$ cat config.mk
export PLATFORM = sky130hd
export DESIGN_NAME = cpu_cmd_core
export DESIGN_NICKNAME = d
export VERILOG_FILES = /design/src/rtl/cpu_cmd_core.sv
export SDC_FILE = /design/constraint.sdc
export NUM_CORES = 1
export LEC_CHECK = 0
export ABC_AREA = 1
export BUFFER_PORTS_ARGS = -buffer_cell sky130_fd_sc_hd__buf_4
export CORE_MARGIN = 4
export CORE_UTILIZATION = 55
export CTS_BUF_LIST = sky130_fd_sc_hd__clkbuf_16
export DETAILED_ROUTE_END_ITERATION = 7
export GPL_TIMING_DRIVEN = 0
export PLACE_DENSITY = 0.72
export SLEW_MARGIN = 5
export SYNTH_ARGS = -nofsm -noshare
export SYNTH_HDL_FRONTEND = slang
export SYNTH_SLANG_ARGS = --single-unit
$ cat constraint.sdc
create_clock -name clk -period 2.05 [get_ports clk]
set_clock_uncertainty 0.05 [all_clocks]
set_input_delay 0.1025 -clock clk [delete_from_list [all_inputs] [get_ports clk]]
set_output_delay 0.1025 -clock clk [all_outputs]
set_load 0.05 [all_outputs]
$ cat src/rtl/cpu_cmd_core.sv
// rtl/cpu_cmd_core.sv - command-driven MBR/MDR/H register core with local memory and ALU
module cpu_cmd_core #(
  parameter int DATA_W = 4,
  parameter int ADDR_W = 4
) (
  input  logic              clk,
  input  logic              rst_n,
  input  logic              cmd_valid,
  output logic              cmd_ready,
  input  logic [2:0]        cmd_op,
  input  logic [ADDR_W-1:0] cmd_addr,
  input  logic [DATA_W-1:0] cmd_data,
  output logic              done,
  output logic [DATA_W-1:0] mbr_q,
  output logic [DATA_W-1:0] mdr_q,
  output logic [DATA_W-1:0] h_q,
  output logic              zero_q,
  output logic              carry_q
);

  localparam int DEPTH = 2 ** ADDR_W;

  localparam logic [2:0] OP_NOP  = 3'd0;
  localparam logic [2:0] OP_LOAD = 3'd1;
  localparam logic [2:0] OP_WRITE = 3'd2;
  localparam logic [2:0] OP_READ = 3'd3;
  localparam logic [2:0] OP_INC  = 3'd4;
  localparam logic [2:0] OP_ADD  = 3'd5;
  localparam logic [2:0] OP_SUB  = 3'd6;
  localparam logic [2:0] OP_AND  = 3'd7;

  typedef enum logic [1:0] {S_IDLE, S_EX1, S_EX2} state_t;

  state_t              r_state;
  state_t              w_next;
  logic [2:0]          r_op;
  logic [ADDR_W-1:0]   r_addr;
  logic [DATA_W-1:0]   r_data;
  logic [ADDR_W-1:0]   r_rd_addr;
  logic [DATA_W-1:0]   r_b_mdr;
  logic [DATA_W-1:0]   r_b_h;
  logic [DATA_W-1:0]   r_mbr;
  logic [DATA_W-1:0]   r_mdr;
  logic [DATA_W-1:0]   r_h;
  logic                r_zero;
  logic                r_carry;
  logic                r_done;
  logic [DATA_W-1:0]   r_mem [DEPTH];

  logic                w_accept;
  logic                w_two_cycle;
  logic                w_ex1_commit;
  logic                w_ex2_commit;
  logic [DATA_W:0]     w_alu;
  logic [DATA_W-1:0]   w_alu_res;

  // Opcodes from READ upward all take the second execute cycle.
  assign w_two_cycle = (r_op >= OP_READ);
  assign w_alu_res   = w_alu[DATA_W-1:0];

  // State register.
  always_ff @(posedge clk or negedge rst_n) begin
    if (!rst_n) r_state <= S_IDLE;
    else        r_state <= w_next;
  end

  // Next-state logic and per-state strobes; ready only while idle.
  always_comb begin
    w_next       = r_state;
    cmd_ready    = 1'b0;
    w_accept     = 1'b0;
    w_ex1_commit = 1'b0;
    w_ex2_commit = 1'b0;
    case (r_state)
      S_IDLE: begin
        cmd_ready = 1'b1;
        if (cmd_valid) begin
          w_accept = 1'b1;
          w_next   = S_EX1;
        end
      end
      S_EX1: begin
        if (w_two_cycle) begin
          w_next = S_EX2;
        end else begin
          w_next       = S_IDLE;
          w_ex1_commit = 1'b1;
        end
      end
      S_EX2: begin
        w_next       = S_IDLE;
        w_ex2_commit = 1'b1;
      end
      default: w_next = S_IDLE;
    endcase
  end

  // ALU on the B-bus copies; the extra MSB carries carry-out or borrow.
  always_comb begin
    w_alu = '0;
    case (r_op)
      OP_INC:  w_alu = {1'b0, r_b_mdr} + {{DATA_W{1'b0}}, 1'b1};
      OP_ADD:  w_alu = {1'b0, r_b_h} + {1'b0, r_b_mdr};
      OP_SUB:  w_alu = {1'b0, r_b_h} - {1'b0, r_b_mdr};
      OP_AND:  w_alu = {1'b0, r_b_h & r_b_mdr};
      default: w_alu = '0;
    endcase
  end

  // Latch the command fields at acceptance.
  always_ff @(posedge clk or negedge rst_n) begin
    if (!rst_n) begin
      r_op   <= OP_NOP;
      r_addr <= '0;
      r_data <= '0;
    end else if (w_accept) begin
      r_op   <= cmd_op;
      r_addr <= cmd_addr;
      r_data <= cmd_data;
    end
  end

  // Register file, B bus, flags and the done pulse.
  always_ff @(posedge clk or negedge rst_n) begin
    if (!rst_n) begin
      r_rd_addr <= '0;
      r_b_mdr   <= '0;
      r_b_h     <= '0;
      r_mbr     <= '0;
      r_mdr     <= '0;
      r_h       <= '0;
      r_zero    <= 1'b0;
      r_carry   <= 1'b0;
      r_done    <= 1'b0;
    end else begin
      r_done <= 1'b0;
      if (w_ex1_commit) begin
        r_done <= 1'b1;
        if (r_op == OP_LOAD) r_mbr <= r_data;
      end
      if (r_state == S_EX1 && w_two_cycle) begin
        r_rd_addr <= r_addr;
        r_b_mdr   <= r_mdr;
        r_b_h     <= r_h;
      end
      if (w_ex2_commit) begin
        r_done <= 1'b1;
        if (r_op == OP_READ) begin
          r_mdr <= r_mem[r_rd_addr];
        end else begin
          r_mbr   <= w_alu_res;
          r_zero  <= (w_alu_res == '0);
          r_carry <= w_alu[DATA_W];
          if (r_op == OP_INC) r_h <= w_alu_res;
        end
      end
    end
  end

  // Local memory; only a WRITE committing out of EX1 stores MBR.
  always_ff @(posedge clk or negedge rst_n) begin
    if (!rst_n) begin
      for (int i = 0; i < DEPTH; i++) r_mem[i] <= '0;
    end else if (w_ex1_commit && r_op == OP_WRITE) begin
      r_mem[r_addr] <= r_mbr;
    end
  end

  assign done    = r_done;
  assign mbr_q   = r_mbr;
  assign mdr_q   = r_mdr;
  assign h_q     = r_h;
  assign zero_q  = r_zero;
  assign carry_q = r_carry;

endmodule

==> results.toml <==
[global_routing]
grt_pass1_wl_um = 21670
antenna_found_initial = 0
grt_max_degree = 105
grt.total_usage = 0.2455
grt_pass1_vias = 4246
gr-total-overflow = 0

[sta]
finalSetupViolations = 2
tns_ps = -125.6
worst_slack_ps = -68.01
maxSlewHeadroom = 0.4834
fmax_mhz = 472.1
worstMarginPinSlew_ps = 772.0
rsz0062_at_grt = "yes"
post-route-period-util = 1.033
whs_ps = 63.57
drv_slew = 0
hold_violations = 0
period_needed_ps = 2118

[clock_tree]
cts_tree = "done"
cts_root_buf = "clkbuf_16"
clockBufferDepth = 2
htree_levels = 3
cts_num_sinks = 104
clk_pin_slew_ps = 80
cts_buffers = 9
clock_latency_ps = 350

[drt]
routed_wl_um = 13190
viasPerCell = 5.288
dr.pass1.iters = 5
vias = 4585
wl_per_cell_um = 15.21
drc_errors = 0
drt_iter0_drc = 344
antenna_left = 0

[final_layout]
diodes = 0
drive_gt1_frac = 0.1558
area_delta_synth_final_pct = 19.84
layout.nets = 756

[synth]
yosysMostFrequentCell = "nand2_1"
synthesis.area_mm2 = 0.005240
synth-seq-area-share = 0.4967
synth_flop_cell = "dfrtp_1"
avgSynthCellArea_um2 = 7.833
async_reset_ff_frac = 1.000
syn-num-nets = 691
ys_types = 29
yosys-top-cells-area = "dfrtp_1, nand2_1, o21ai_1, nand3_1, inv_1"
synth_seq_cells = 104
synth_cells = 669
yosys-top-cells-count = "nand2_1, dfrtp_1, inv_1"
yosysTopAreaCellShare = 0.4967
yosysWarnings = 0
synth_top_cell_by_area = "dfrtp_1"
synth-edff-count = 0

[worst_setup_path]
worst-setup-path-type = "reg -> reg"
arrival_ps = 2360
cp.required_ps = 2290
r2r_setup_slack_ps = -70
worstPathCellList = "inv_4 -> nand3_4 -> buf_4 -> o31ai_2 -> xor2_1 -> inv_1 -> ha_4 -> a21oi_1 -> nand2_1 -> nand2_1 -> nand2_1 -> o21ai_1 -> nand2_1 -> nand2_1"
crit_family = "flip-flops"
path_buf_inv = 3
crit_path_max_incr_delay_ps = 450
critical_path.most_common_cell = "nand2_1"
ff2ff_path_depth = 14
critPathCaptureType = "flop"
cp-start-kind = "flop"
cp_max_fo = 6
cpMaxStageDelayCell = "dfrtp_2"
path_depth = 14

[placement]
dpl.hpwl_um = 9176
gp_congestion = 0.9173
io_buffers = 29

[run]
max-cap-violations = 0

[power]
clockPowerShare = 0.196
seq_power_share = 0.341
ir_worst_vdd_mv = 1.233
comb_power_share = 0.463
power.leakage_nw = 3.233
switchingPower_mw = 3.784
p_int_mw = 4.668
p_per_area_mw_per_mm2 = 1346
swShare = 0.4476

[die]
die-width_um = 105.6
core_mm2 = 0.009240
dieHeight_um = 105.6
rows = 35
initial_utilization = 0.5671
dieArea_mm2 = 0.01115
boundaryPins = 30

[min_path]
hp-class = "in -> reg"
holdPathStages = 4

[run_status]
violations = "setup timing"
status = "finished with violations"
flip-flops by register name, summed over array words and instances (netlist names):
name and flops:
carry_q 1, done 1, h_q 4, mbr_q 4
mdr_q 4, r_addr 4, r_b_h 4, r_b_mdr 4
r_data 4, r_mem 64, r_op 3, r_rd_addr 4
r_state 2, zero_q 1
worst register-to-register path, cell delays in order (launching register included):
cell and delay (ps):
dfrtp_2 450, inv_4 90, nand3_4 120, buf_4 180, o31ai_2 50, xor2_1 200
inv_1 100, ha_4 230, a21oi_1 130, nand2_1 80, nand2_1 60, nand2_1 50
o21ai_1 130, nand2_1 80, nand2_1 60
power groups by stage:
| stage | Clock (mW) | Sequential (mW) | Combinational [mW] |
|---|---|---|---|
| 3_3_place_gp | 0 | 2.87 | 3.38 |
| 3_5_place_dp | 0 | 2.88 | 3.43 |
| 4_1_cts | 1.67 | 2.87 | 3.58 |
| 5_1_grt | 1.76 | 2.94 | 4.31 |
| 6_report | 1.65 | 2.88 | 3.92 |
| 2_1_floorplan | 0 | 3.18 | 2.09 |
routing by layer:
layer	GRT usage	part of all wire	vias to the layer above
li1	-	-	2257
met1	0.3666	0.46	2155
met2	0.3693	0.46	153
met3	0.04225	0.064	20
met4	0.07031	0.016	0
met5	0	0	-
layout by cell type, fill, tap and decap left out, drive strengths merged:
master       count
nor2            24
clkinvlp         1
inv             72
xnor2            1
nand2          277
clkbuf          23
o22ai            2
ha               7
or2              1
clkinv           3
xor2             2
o31ai            1
nand3           57
dlygate4sd3     12
buf             48
a21oi            6
o21ai           89
and3             1
nor3             1
fa               1
nand3b           2
dfrtp          104
nand4            3
cell type report:
cell class | instances | area, µm²
Tap cell | 129 | 161.4
Fill cell | 782 | 2960
Clock buffer | 9 | 225.2
Buffer | 19 | 86.33
Inverter | 70 | 270.3
Sequential cell | 104 | 2609
Timing Repair Buffer | 55 | 466.7
Clock inverter | 6 | 53.80
Multi-Input combinational cell | 475 | 2407
stage by stage:
| stage | std cells | total power [mW] | instance area, µm² | setup WS [ps] | utilization |
|---|---|---|---|---|---|
| after global routing | 867 | 9.015 | 6280 | -185.1 | 0.6796 |
| after global placement | 827 | 6.250 | 5622 | -359.6 | 0.6084 |
| after floorplan | 669 | 5.273 | 5243 | 10.98 | - |
| after CTS | 854 | 8.119 | 6086 | -6.975 | 0.6586 |
| after detailed placement | 827 | 6.312 | 5622 | -353.2 | 0.6084 |
| final | 867 | 8.452 | 6280 | -68.01 | 0.6796 |
final timing paths:
check                            end  startpoint
max                          carry_q     r_op[0]
min                        r_data[0]   cmd_valid
max reg2reg                  carry_q     r_op[0]
min reg2reg                  carry_q     carry_q
max in group asynchronous    r_op[1]       rst_n
min in group asynchronous  r_mem[55]       rst_n
kinds of logic (layout without fill, tap and decap cells):
family                   after synthesis  count (layout)  share of synthesized area
flip-flops                           104             104                     0.4967
AO/OA/AOI/OAI                         98              98                    0.09527
adder cells (fa/ha/maj)                8               8                    0.02053
buffers and inverters                 90             159                    0.06542
XOR/XNOR                               3               3                   0.005015
AND/OR/NAND/NOR                      366             366                     0.3171
repair_timing:
action,CTS,global route
hold buffers,11,1
gates resized for setup,21,19
pin swaps,5,8
endpoints found under the setup margin,8,12
endpoints found under the hold margin,11,39
buffers inserted,2,11
No activity file was read; power rests on OpenSTA's default activity.
